File: config.mk
export PLATFORM = sky130hd
export DESIGN_NAME = id_ex_pipe
export DESIGN_NICKNAME = d
export VERILOG_FILES = /design/src/rtl/cpu_pkg.sv /design/src/rtl/hazard_detect.sv /design/src/rtl/id_ex_pipe.sv
export SDC_FILE = /design/constraint.sdc
export NUM_CORES = 1
export LEC_CHECK = 0
export CAP_MARGIN = 10
export CORE_UTILIZATION = 40
export DETAILED_ROUTE_END_ITERATION = 10
export PLACE_DENSITY_LB_ADDON = 0.2
export REMOVE_ABC_BUFFERS = 1
export SETUP_SLACK_MARGIN = 0.4
export SLEW_MARGIN = 20
export SYNTH_ARGS = -nofsm -noshare
export SYNTH_HDL_FRONTEND = slang
export SYNTH_SLANG_ARGS = --single-unit
File: constraint.sdc
create_clock -name clk_i -period 2.35 [get_ports clk_i]
set_clock_uncertainty 0.15 [all_clocks]
set_input_delay 0.5875 -clock clk_i [delete_from_list [all_inputs] [get_ports clk_i]]
set_output_delay 0.5875 -clock clk_i [all_outputs]
set_load 0.01 [all_outputs]
File: src/rtl/cpu_pkg.sv
// ---------------------------------------------------------------------------
// cpu_pkg
// Shared definitions for the 5-stage MIPS core.
//   - Datapath widths: DATA_W, ADDR_W, ALUOP_W
//   - ALUOp encodings used by the decoder and the ALU control
//   - ctrl_t: the decoded control bundle carried down the pipeline
//   - REG_ZERO: architectural register $0 (hard-wired zero)
// ---------------------------------------------------------------------------
package cpu_pkg;

    localparam int DATA_W  = 32;
    localparam int ADDR_W  = 5;
    localparam int ALUOP_W = 3;

    localparam logic [ADDR_W-1:0] REG_ZERO = '0;

    localparam logic [ALUOP_W-1:0] ALU_ADD   = 3'd0;
    localparam logic [ALUOP_W-1:0] ALU_SUB   = 3'd1;
    localparam logic [ALUOP_W-1:0] ALU_RTYPE = 3'd2;
    localparam logic [ALUOP_W-1:0] ALU_AND   = 3'd3;
    localparam logic [ALUOP_W-1:0] ALU_OR    = 3'd4;
    localparam logic [ALUOP_W-1:0] ALU_SLT   = 3'd5;

    typedef struct packed {
        logic                reg_write;
        logic                mem_read;
        logic                mem_write;
        logic                mem_to_reg;
        logic                alu_src;
        logic [ALUOP_W-1:0]  alu_op;
    } ctrl_t;

endpackage

File: src/rtl/hazard_detect.sv
// ---------------------------------------------------------------------------
// hazard_detect
// Load-use hazard detector for the ID/EX boundary (purely combinational).
// Ports:
//   valid_i        ID stage holds a real instruction
//   flush_i        ID instruction is being killed by a taken branch/jump
//   rs_addr_i      rs field of the ID instruction
//   rt_addr_i      rt field of the ID instruction
//   uses_rt_i      ID instruction reads rt as a source
//   ex_valid_i     EX stage holds a real instruction
//   ex_mem_read_i  EX instruction is a load
//   ex_rd_addr_i   destination register of the EX instruction
//   haz_o          load-use hazard present
//   stall_o        freeze PC and IF/ID (suppressed when flushing)
// ---------------------------------------------------------------------------
module hazard_detect
    import cpu_pkg::*;
#(
    parameter int ADDR_W = cpu_pkg::ADDR_W
) (
    input  logic              valid_i,
    input  logic              flush_i,
    input  logic [ADDR_W-1:0] rs_addr_i,
    input  logic [ADDR_W-1:0] rt_addr_i,
    input  logic              uses_rt_i,
    input  logic              ex_valid_i,
    input  logic              ex_mem_read_i,
    input  logic [ADDR_W-1:0] ex_rd_addr_i,
    output logic              haz_o,
    output logic              stall_o
);

    logic ex_is_load;
    logic rs_match;
    logic rt_match;

    // A load into $0 never produces a value anyone can depend on.
    assign ex_is_load = ex_valid_i & ex_mem_read_i & (ex_rd_addr_i != ADDR_W'(REG_ZERO));
    assign rs_match   = (ex_rd_addr_i == rs_addr_i);
    assign rt_match   = uses_rt_i & (ex_rd_addr_i == rt_addr_i);

    assign haz_o   = valid_i & ex_is_load & (rs_match | rt_match);
    // A flushed instruction is discarded anyway, so holding it would waste a cycle.
    assign stall_o = haz_o & ~flush_i;

endmodule

File: src/rtl/id_ex_pipe.sv
// ---------------------------------------------------------------------------
// id_ex_pipe
// ID/EX pipeline register with load-use hazard detection and saturating
// stall/bubble performance counters.
// Ports:
//   clk_i, rst_i              clock, asynchronous active-low reset
//   valid_i, flush_i          ID instruction valid / kill
//   RSaddr_i..RDaddr_i        ID register addresses, uses_rt_i rt-source flag
//   RSdata_i, RTdata_i, imm_i ID operand data
//   RegWrite_i..ALUOp_i       ID decoded control
//   stall_o                   combinational hold for PC and IF/ID
//   valid_o, *_o              registered EX-stage copies
//   stall_cnt_o, bubble_cnt_o saturating performance counters
// ---------------------------------------------------------------------------
module id_ex_pipe
    import cpu_pkg::*;
#(
    parameter int DATA_W  = cpu_pkg::DATA_W,
    parameter int ADDR_W  = cpu_pkg::ADDR_W,
    parameter int ALUOP_W = cpu_pkg::ALUOP_W,
    parameter int CNT_W   = 16
) (
    input  logic               clk_i,
    input  logic               rst_i,
    input  logic               valid_i,
    input  logic               flush_i,
    input  logic [ADDR_W-1:0]  RSaddr_i,
    input  logic [ADDR_W-1:0]  RTaddr_i,
    input  logic               uses_rt_i,
    input  logic [ADDR_W-1:0]  RDaddr_i,
    input  logic [DATA_W-1:0]  RSdata_i,
    input  logic [DATA_W-1:0]  RTdata_i,
    input  logic [DATA_W-1:0]  imm_i,
    input  logic               RegWrite_i,
    input  logic               MemRead_i,
    input  logic               MemWrite_i,
    input  logic               MemtoReg_i,
    input  logic               ALUSrc_i,
    input  logic [ALUOP_W-1:0] ALUOp_i,
    output logic               stall_o,
    output logic               valid_o,
    output logic [ADDR_W-1:0]  RSaddr_o,
    output logic [ADDR_W-1:0]  RTaddr_o,
    output logic [ADDR_W-1:0]  RDaddr_o,
    output logic [DATA_W-1:0]  RSdata_o,
    output logic [DATA_W-1:0]  RTdata_o,
    output logic [DATA_W-1:0]  imm_o,
    output logic               RegWrite_o,
    output logic               MemRead_o,
    output logic               MemWrite_o,
    output logic               MemtoReg_o,
    output logic               ALUSrc_o,
    output logic [ALUOP_W-1:0] ALUOp_o,
    output logic [CNT_W-1:0]   stall_cnt_o,
    output logic [CNT_W-1:0]   bubble_cnt_o
);

    localparam int CTRL_AOP_W = cpu_pkg::ALUOP_W;

    logic               haz;
    logic               bubble;

    logic               valid_d,      valid_q;
    ctrl_t              ctrl_d,       ctrl_q;
    logic [ADDR_W-1:0]  rs_addr_d,    rs_addr_q;
    logic [ADDR_W-1:0]  rt_addr_d,    rt_addr_q;
    logic [ADDR_W-1:0]  rd_addr_d,    rd_addr_q;
    logic [DATA_W-1:0]  rs_data_d,    rs_data_q;
    logic [DATA_W-1:0]  rt_data_d,    rt_data_q;
    logic [DATA_W-1:0]  imm_d,        imm_q;
    logic [CNT_W-1:0]   stall_cnt_d,  stall_cnt_q;
    logic [CNT_W-1:0]   bubble_cnt_d, bubble_cnt_q;

    hazard_detect #(
        .ADDR_W (ADDR_W)
    ) u_hazard_detect (
        .valid_i       (valid_i),
        .flush_i       (flush_i),
        .rs_addr_i     (RSaddr_i),
        .rt_addr_i     (RTaddr_i),
        .uses_rt_i     (uses_rt_i),
        .ex_valid_i    (valid_q),
        .ex_mem_read_i (ctrl_q.mem_read),
        .ex_rd_addr_i  (rd_addr_q),
        .haz_o         (haz),
        .stall_o       (stall_o)
    );

    // Flush and hazard both turn the EX slot into a bubble; the bubble also
    // clears MemRead, which is what limits a load-use stall to one cycle.
    assign bubble = flush_i | haz;

    always_comb begin
        valid_d   = 1'b0;
        ctrl_d    = '0;
        rs_addr_d = '0;
        rt_addr_d = '0;
        rd_addr_d = '0;
        rs_data_d = '0;
        rt_data_d = '0;
        imm_d     = '0;
        if (!bubble) begin
            valid_d   = valid_i;
            rs_addr_d = RSaddr_i;
            rt_addr_d = RTaddr_i;
            rd_addr_d = RDaddr_i;
            rs_data_d = RSdata_i;
            rt_data_d = RTdata_i;
            imm_d     = imm_i;
            // Invalid slots must never carry live control into EX/MEM/WB.
            if (valid_i) begin
                ctrl_d.reg_write  = RegWrite_i;
                ctrl_d.mem_read   = MemRead_i;
                ctrl_d.mem_write  = MemWrite_i;
                ctrl_d.mem_to_reg = MemtoReg_i;
                ctrl_d.alu_src    = ALUSrc_i;
                ctrl_d.alu_op     = CTRL_AOP_W'(ALUOp_i);
            end
        end
    end

    // Counters stick at all-ones so a long run never reports a small value.
    always_comb begin
        stall_cnt_d  = stall_cnt_q;
        bubble_cnt_d = bubble_cnt_q;
        if (stall_o && (stall_cnt_q != '1)) begin
            stall_cnt_d = stall_cnt_q + CNT_W'(1);
        end
        if (bubble && (bubble_cnt_q != '1)) begin
            bubble_cnt_d = bubble_cnt_q + CNT_W'(1);
        end
    end

    always_ff @(posedge clk_i or negedge rst_i) begin
        if (!rst_i) begin
            valid_q      <= 1'b0;
            ctrl_q       <= '0;
            rs_addr_q    <= '0;
            rt_addr_q    <= '0;
            rd_addr_q    <= '0;
            rs_data_q    <= '0;
            rt_data_q    <= '0;
            imm_q        <= '0;
            stall_cnt_q  <= '0;
            bubble_cnt_q <= '0;
        end else begin
            valid_q      <= valid_d;
            ctrl_q       <= ctrl_d;
            rs_addr_q    <= rs_addr_d;
            rt_addr_q    <= rt_addr_d;
            rd_addr_q    <= rd_addr_d;
            rs_data_q    <= rs_data_d;
            rt_data_q    <= rt_data_d;
            imm_q        <= imm_d;
            stall_cnt_q  <= stall_cnt_d;
            bubble_cnt_q <= bubble_cnt_d;
        end
    end

    assign valid_o      = valid_q;
    assign RSaddr_o     = rs_addr_q;
    assign RTaddr_o     = rt_addr_q;
    assign RDaddr_o     = rd_addr_q;
    assign RSdata_o     = rs_data_q;
    assign RTdata_o     = rt_data_q;
    assign imm_o        = imm_q;
    assign RegWrite_o   = ctrl_q.reg_write;
    assign MemRead_o    = ctrl_q.mem_read;
    assign MemWrite_o   = ctrl_q.mem_write;
    assign MemtoReg_o   = ctrl_q.mem_to_reg;
    assign ALUSrc_o     = ctrl_q.alu_src;
    assign ALUOp_o      = ALUOP_W'(ctrl_q.alu_op);
    assign stall_cnt_o  = stall_cnt_q;
    assign bubble_cnt_o = bubble_cnt_q;

endmodule

Word-level counts from Yosys, hierarchy flattened
Cells that the tools add are included.
{"block": "word_totals", "out_inout_bits": 153, "ff_bits": 152}
{"block": "classes", "reduce_logical": 3, "add_sub_neg": 2, "n_bitwise": 9, "n_eq_ne": 4, "n_mux": 9}
{"cell": "$mux W32", "n": 3}
{"cell": "$add A16 B1 Y16 const B", "n": 2}
{"cell": "$ne A16 B16 Y1 const B", "n": 2}
{"cell": "$mux W8", "n": 2}
{"cell": "$mux W5", "n": 3}
{"cell": "$eq A5 B5 Y1", "n": 2}
{"cell": "$and A1 B1 Y1", "n": 6}
{"cell": "$reduce_bool A5 Y1", "n": 1}
{"cell": "$logic_and A1 B1 Y1", "n": 2}
{"cell": "$or A1 B1 Y1", "n": 2}
{"cell": "$mux W1", "n": 1}
{"cell": "$not A1 Y1", "n": 1}

Longest topological paths before layout
Gate-level depths: netlist of run 1.
{"block": "logic_depth", "word_depth": 6, "ltp_mapped": 9, "ltp_nobuf": 7}

Modules after synthesis
A second synthesis of run 1 with hierarchy kept.
{"block": "hier_totals", "cells_unflattened": 415, "hier_area_um2": 5555.3}
{"module": "id_ex_pipe", "n_inst": 1, "cells_per_inst": 396, "area_per_inst_um2": 5403.9}
{"module": "hazard_detect", "n_inst": 1, "cells_per_inst": 19, "area_per_inst_um2": 151.4}

Least setup slack after synthesis of run 1
No wires, ideal clock.
{"block": "synth_timing", "path_type": "input to register", "start": "input RSaddr_i[4]", "end": "register bubble_cnt_q[12], in the netlist bubble_cnt_o[12]", "path_buffers": 1, "stages": 7, "t_arrival_ps": 1780, "setup_slack_ps": 296, "setup_time_ps": 125, "cell_sequence": "xnor2_1 -> nand3_1 -> o22ai_2 -> a21oi_2 -> buf_6 -> nor3b_1 -> mux2_2"}
{"block": "synth_between", "elab_chain_len": 5}
{"element": "start: declaration", "line": "id_ex_pipe.sv:27", "text": "input logic [ADDR_W-1:0] RSaddr_i,"}
{"element": "$eq A5 B5 Y1", "line": "hazard_detect.sv:39", "text": "assign rs_match = (ex_rd_addr_i == rs_addr_i);"}
{"element": "$or A1 B1 Y1", "line": "hazard_detect.sv:42", "text": "assign haz_o = valid_i & ex_is_load & (rs_match | rt_match);"}
{"element": "$and A1 B1 Y1", "line": "hazard_detect.sv:42"}
{"element": "$or A1 B1 Y1", "line": "id_ex_pipe.sv:91", "text": "assign bubble = flush_i | haz;"}
{"element": "$logic_and A1 B1 Y1", "line": "id_ex_pipe.sv:129", "text": "if (bubble && (bubble_cnt_q != '1)) begin"}
{"element": "end signal: assignment", "line": "id_ex_pipe.sv:156", "text": "bubble_cnt_q <= bubble_cnt_d;"}
{"element": "end: declaration", "line": "id_ex_pipe.sv:72", "text": "logic [CNT_W-1:0] bubble_cnt_d, bubble_cnt_q;"}
Every way passes these cells.
A chain may end at the register's enable or synchronous reset.

Worst setup path in the final report of run 1
{"block": "layout_timing", "start": "input RSaddr_i[3]", "end": "output stall_o"}
{"block": "layout_between", "elab_chain_len": 4}
{"element": "$eq A5 B5 Y1", "line": "hazard_detect.sv:39"}
{"element": "$or A1 B1 Y1", "line": "hazard_detect.sv:42"}
{"element": "$and A1 B1 Y1", "line": "hazard_detect.sv:42"}
{"element": "$and A1 B1 Y1", "line": "hazard_detect.sv:44", "text": "assign stall_o = haz_o & ~flush_i;"}
{"element": "end: declaration", "line": "id_ex_pipe.sv:40", "text": "output logic stall_o,"}
Every way passes these cells.

==> flow_summary.json, run 1 <==
{
  "cts_tree": "yes",
  "cts.clk_slew.worst_paths_ns": 0.06,
  "drc_errors": 0,
  "fin_area_mm2": 0.01045,
  "start_util_pct": 41.43,
  "wl_per_cell_um": 18.55,
  "final_cell_mix": "dfrtp_1 (144), dlymetal6s2s_1 (113), clkdlybuf4s50_1 (111)",
  "drive_gt1_share_pct": 26.79,
  "overflow": 0,
  "finalHoldViolCount": 0,
  "grtUsageTotal_pct": 22.19,
  "dr_total_vias": 4471,
  "coreArea_mm2": 0.01335,
  "tightest_slew_ns": 0.3785,
  "portBuffers": 276,
  "max_freq_mhz": 414.5,
  "fillers": 831,
  "finalMaxSlewViolations": 0,
  "worstSetupPathType": "in2out",
  "p_per_area_mw_per_mm2": 667.7,
  "synth_seq_cells": 152,
  "ys.flop_type": "dfrtp_1",
  "cts_buffers": 17,
  "die-height_um": 119.6,
  "critPathLaunchType": "primary input",
  "p_leak_nw": 6.280,
  "cp-end-kind": "primary output",
  "post-route-period-util_pct": 102.7,
  "synthCells": 418,
  "antenna_found_initial": 0,
  "place_congestion": 0.7971,
  "crit_fanout": 2,
  "cts.sinks": 152,
  "area_delta_synth_final_pct": 88.98,
  "diodes": 0,
  "grt_pass1_wl_um": 23930,
  "setup_slack_ns": -0.06275,
  "crit_required_ns": 1.61,
  "io_pins": 277,
  "grt_pass1_vias": 4509,
  "avgSynthCellArea_um2": 13.23,
  "intPower_mw": 5.253,
  "ys.warnings.count": 0,
  "ir_worst_vdd_v": 0.0005302,
  "insertion_delay_ns": 0.42,
  "violations": "setup timing",
  "dieWidth_um": 119.6,
  "status": "finished with violations",
  "dp.cells": 875,
  "maxCapViolCount": 0,
  "die_area_mm2": 0.01430,
  "grt_setup_unrepaired": "true",
  "fin_util_pct": 78.30,
  "wirelength_um": 17530,
  "synth_area_mm2": 0.005530,
  "hold_ws_ns": 0.3380,
  "tns_ns": -0.06275,
  "layout_commonest_cell": "dfrtp_1",
  "drtPass1Iterations": 4,
  "synthArstFlopShare_pct": 100.0,
  "comb_power_share_pct": 17.6,
  "clockBufferDepth": 2,
  "setup_violations": 1,
  "grt_max_degree": 60,
  "p_seq_share_pct": 42.5,
  "dp_slack_ns": -0.7025,
  "dpl-instance-area_mm2": 0.008643,
  "power_mw": 6.978,
  "hold_path_class": "reg2reg",
  "p_sw_share_pct": 24.72,
  "ys_types": 36,
  "viasPerCell": 4.731,
  "drtAntennaViolNets": 0,
  "fin_crit_ns": 2.413,
  "nNetsFinal": 883,
  "pwr-share-clk_pct": 39.9,
  "drt_iter0_markers": 142,
  "slew_headroom_pct": 74.53,
  "cts-root-buf": "clkbuf_16",
  "synth_edf_count": 0,
  "yosysSeqAreaShare_pct": 68.78,
  "instances_no_fill": 945,
  "hpwl_um": 10710,
  "htreeDepth": 4,
  "power_switching_mw": 1.725,
  "worstPathArrival_ns": 1.68,
  "rows": 42
}
-- kinds of logic after synthesis --
group                      synth area share [%]
AOI/OAI and AO/OA                         1.470
xor gates and xnor gates                  5.385
adders and majority gates                0.4524
buffers and inverters                     1.674
DFF                                       68.78
muxes                                    0.9954
and+or+nand+nor                           21.24
-- flip-flops by register name, summed over array words and instances (netlist names) --
signal and cells:
ALUOp_o 3, ALUSrc_o 1, MemRead_o 1, MemWrite_o 1, MemtoReg_o 1, RDaddr_o 5
RSaddr_o 5, RSdata_o 32, RTaddr_o 5, RTdata_o 32, RegWrite_o 1, bubble_cnt_o 16
imm_o 32, stall_cnt_o 16, valid_o 1
-- path summary, 6_finish.rpt --
check	slack, ns	depth (start not counted)	start	end
max in group asynchronous	0.88	3	rst_i	RDaddr_o[2]
min in group asynchronous	0.51	2	rst_i	RSdata_o[14]
max	-0.06	7	RSaddr_i[3]	stall_o
min	0.34	1	bubble_cnt_o[15]	bubble_cnt_o[15]
max reg2reg	0.08	12	RDaddr_o[3]	RTdata_o[17]
min reg2reg	0.34	1	bubble_cnt_o[15]	bubble_cnt_o[15]
-- final cells by class --
| cell class | instances | area (µm²) | share of cell area (%) |
|---|---|---|---|
| clock buffer | 20 | 456.7 | 4.370 |
| inverter | 1 | 3.754 | 0.03592 |
| multi-input combinational | 247 | 1973 | 18.88 |
| clock inverter | 11 | 148.9 | 1.425 |
| timing repair buffer | 338 | 3835 | 36.69 |
| tap | 176 | 220.2 | 2.107 |
| sequential | 152 | 3814 | 36.49 |
-- critical path, stage by stage --
cell,delay [ns]
dlygate4sd2_1,0.26
xnor2_1,0.15
nand2_1,0.11
o22ai_2,0.24
nand2_1,0.09
nor2_1,0.10
buf_2,0.14
-- power groups by stage --
stage / combinational (mW) / clock, mW / sequential [mW]
after floorplan: 0.248 / 0 / 3.07
after global placement: 1.08 / 0 / 2.99
final: 1.23 / 2.79 / 2.96
after detailed placement: 1.10 / 0 / 3.00
after global routing: 1.33 / 2.95 / 2.98
after CTS: 1.14 / 2.81 / 2.95
-- cells in the mapped netlist, types with 2 or more instances --
library cell / count / area [µm²]
buf_2: 2 / 10.01
and2_1: 112 / 700.7
nand4_1: 12 / 75.07
mux2_2: 4 / 45.04
dfrtp_1: 152 / 3804
xnor2_1: 22 / 192.7
clkbuf_1: 13 / 48.80
xor2_1: 12 / 105.1
ha_1: 2 / 25.02
and3_1: 14 / 87.58
o21ai_0: 3 / 15.01
nand3_1: 9 / 45.04
nor3_1: 6 / 30.03
nand2_1: 19 / 71.32
a21oi_1: 3 / 15.01
nor2_1: 7 / 26.28
and4_1: 2 / 17.52
nor4_1: 5 / 31.28
buf_6: 2 / 22.52
-- what timing repair did --
action,in CTS,in global routing
setup buffers,11,13
cloned,2,12
pin swaps,13,14
resized for setup,148,177
hold endpoints to repair,32,0
setup endpoints to repair,305,269
hold buffers,1,0
-- per-layer routing --
| layer | GRT usage (%) | wire length (µm) | part of all wire [%] | vias to the layer above |
|---|---|---|---|---|
| met4 | 7.578 | 566 | 3.2 | 0 |
| met2 | 39.56 | 9301 | 53 | 161 |
| met3 | 6.416 | 938 | 5.4 | 40 |
| met1 | 25.31 | 6725 | 38 | 2220 |
| met5 | 0 | 0 | 0 | - |
| li1 | - | - | - | 2050 |
No activity file was read; power rests on OpenSTA's default activity.
==> run 2: changes to the inputs <==
--- a/config.mk
+++ b/config.mk
@@ -5,8 +5,10 @@
 export SDC_FILE = /design/constraint.sdc
 export NUM_CORES = 1
 export LEC_CHECK = 0
+export ABC_AREA = 1
 export CAP_MARGIN = 10
-export CORE_UTILIZATION = 40
+export CORE_UTILIZATION = 42
+export CTS_CLUSTER_SIZE = 12
 export DETAILED_ROUTE_END_ITERATION = 10
 export PLACE_DENSITY_LB_ADDON = 0.2
 export REMOVE_ABC_BUFFERS = 1
@@ -15,3 +17,4 @@
 export SYNTH_ARGS = -nofsm -noshare
 export SYNTH_HDL_FRONTEND = slang
 export SYNTH_SLANG_ARGS = --single-unit
+export TNS_END_PERCENT = 1
==> run 2 against run 1 <==
Effect of this change: the flow still finishes with violations (setup timing); cell count rose by 26%; first-iteration DRC count rose by 94%; combinational power fell by 9%; largest power group unchanged.
==> flow_summary.json, run 2 <==
{
  "slew_headroom_pct": 59.15,
  "portBuffers": 276,
  "htreeDepth": 4,
  "dp.cells": 1158,
  "cts-root-buf": "clkbuf_16",
  "max_stage_delay_ns": 0.41,
  "setup_violations": 1,
  "dieWidth_um": 123.3,
  "hold_path_class": "reg2reg",
  "coreArea_mm2": 0.01410,
  "drt_iter0_markers": 276,
  "ys_types": 21,
  "synthArstFlopShare_pct": 100.0,
  "max_freq_mhz": 425.4,
  "drtAntennaViolNets": 0,
  "synth_edf_count": 0,
  "p_sw_share_pct": 24.39,
  "rows": 43,
  "synth_seq_cells": 152,
  "ys.flop_type": "dfrtp_1",
  "crit_required_ns": 1.61,
  "grt_pass1_vias": 5371,
  "grt_pass1_wl_um": 26340,
  "synthCells": 692,
  "ys.warnings.count": 0,
  "setup_slack_ns": -0.0007794,
  "insertion_delay_ns": 0.41,
  "antenna_found_initial": 1,
  "grt_max_degree": 64,
  "cts_tree": "yes",
  "ir_worst_vdd_v": 0.0004645,
  "yosysMostFrequentCell": "dfrtp_1",
  "synth_area_leaders": "dfrtp_1 (62%), nand2_1 (8.7%), nor2_1 (8.6%)",
  "rr_startpoint": "RDaddr_o[2]",
  "instances_no_fill": 1194,
  "worstSetupPathType": "reg2out",
  "grtUsageTotal_pct": 23.11,
  "crit_start": "RDaddr_o[2]",
  "fin_area_mm2": 0.01142,
  "wirelength_um": 20040,
  "dr_total_vias": 5609,
  "p_per_area_mw_per_mm2": 599.9,
  "slowest_stage": "dfrtp_2",
  "fillers": 835,
  "yosys.area.top_type": "dfrtp_1",
  "tns_ns": -0.0007794,
  "io_pins": 277,
  "place_congestion": 0.8527,
  "start_util_pct": 43.85,
  "wl_per_cell_um": 16.78,
  "final_cell_mix": "dlymetal6s2s_1 (150), nand2_1 (131), dfrtp_1 (130), inv_1 (130), clkdlybuf4s50_1 (110)",
  "multi_input_area_mm2": 0.002668,
  "power_mw": 6.850,
  "cp-end-kind": "primary output",
  "cts.clk_slew.worst_paths_ns": 0.05,
  "intPower_mw": 5.179,
  "status": "finished with violations",
  "diodes": 0,
  "pwr-share-clk_pct": 41.8,
  "synth_area_mm2": 0.006181,
  "avgSynthCellArea_um2": 8.932,
  "drc_errors": 0,
  "die_area_mm2": 0.01521,
  "yosysSeqAreaShare_pct": 61.54,
  "hold_ws_ns": 0.3848,
  "layout_commonest_cell": "dlymetal6s2s_1",
  "grt_setup_unrepaired": "true",
  "fin_crit_ns": 2.351,
  "drtPass1Iterations": 6,
  "maxCapViolCount": 0,
  "comb_power_share_pct": 16.3,
  "die-height_um": 123.3,
  "clockBufferDepth": 2,
  "cts.sinks": 152,
  "viasPerCell": 4.698,
  "tightest_slew_ns": 0.6128,
  "hpwl_um": 12460,
  "worstPathArrival_ns": 1.61,
  "area_delta_synth_final_pct": 84.74,
  "post-route-period-util_pct": 100.0,
  "finalHoldViolCount": 0,
  "synth.top_cell.area_share_pct": 61.54,
  "overflow": 0,
  "rrSetupSlack_ns": 0.02,
  "crit_fanout": 4,
  "finalMaxSlewViolations": 0,
  "regArea_mm2": 0.003831,
  "critical_path.cell_chain": "inv_2, nand2_1, nand2_1, nor2_1, nand3_1, nand2_2, nand3_2, inv_2, buf_6",
  "cts_buffers": 17,
  "drive_gt1_share_pct": 25.74,
  "worst_r2r_path_depth": 12,
  "min-delay-start": "bubble_cnt_o[12]",
  "nNetsFinal": 1130,
  "p_seq_share_pct": 41.9,
  "dpl-instance-area_mm2": 0.009313,
  "p_leak_nw": 7.371,
  "synth_common_cells": "dfrtp_1 (152), nand2_1 (144), nor2_1 (141), inv_1 (135), nand3_1 (35)",
  "critPathLaunchType": "register",
  "power_switching_mw": 1.671,
  "violations": "setup timing",
  "hold_depth": 2
}
==> run 2: final timing paths <==
| check | endpoint |
|---|---|
| hold reg to reg | bubble_cnt_o[12] |
| setup / recovery | stall_o |
| setup reg to reg | RSdata_o[2] |
| hold / removal | bubble_cnt_o[12] |
| max in group asynchronous | RDaddr_o[2] |
| min in group asynchronous | RDaddr_o[4] |
==> run 2: power by group through the flow <==
| stage | sequential (mW) | clock [mW] | combinational (mW) |
|---|---|---|---|
| after global placement | 2.90 | 0 | 0.929 |
| final | 2.87 | 2.87 | 1.12 |
| after CTS | 2.86 | 2.91 | 0.949 |
| after floorplan | 2.96 | 0 | 0.227 |
| after global routing | 2.89 | 3.04 | 1.21 |
| after detailed placement | 2.91 | 0 | 0.943 |
==> run 2: metrics by stage <==
step	setup slack [ns]	utilization, %
2_1_floorplan	-0.7731	-
3_3_place_gp	-0.6277	66.07
3_5_place_dp	-0.6420	66.07
4_1_cts	0.02021	70.74
5_1_grt	-0.09986	81.00
6_report	-0.0007794	81.00
==> run 2: layout make-up <==
type / count / share of cell area, %
Inverter: 143 / 4.701
Multi-Input combinational cell: 377 / 23.36
Sequential cell: 152 / 33.55
Clock buffer: 21 / 4.120
Clock inverter: 8 / 1.282
Tap cell: 180 / 1.972
Timing Repair Buffer: 313 / 31.01
==> run 2: cell families (layout without fill, tap and decap cells) <==
logic type | count (synthesis) | count (layout) | synth area share (%)
simple gates | 350 | 350 | 23.46
xor+xnor | 24 | 24 | 3.401
flops | 152 | 152 | 61.54
buf+inv | 163 | 485 | 11.11
compound gates | 1 | 1 | 0.08089
fa+ha+maj | 2 | 2 | 0.4048
==> run 2: routing by layer <==
metal	share of wire [%]	vias to the layer above	GRT usage, %
li1	-	2650	-
met1	35	2708	25.95
met2	55	220	40.50
met3	7.5	31	7.288
met4	2.2	0	9.413
met5	0	-	0
==> run 2: worst max-delay path: cells and delay by family (launching register included) <==
| family | cells | cell delay [ns] |
|---|---|---|
| and+or+nand+nor | 6 | 0.56 |
| DFF | 1 | 0.41 |
| buffers and inverters | 3 | 0.23 |
==> run 2: repair_timing <==
item                       4_1_cts  5_1_grt
setup endpoints to repair      304      303
gates resized for setup         28      445
pin swaps                       11      130
setup buffers                    5        1
hold buffers                     1        0
hold endpoints to repair        13        0
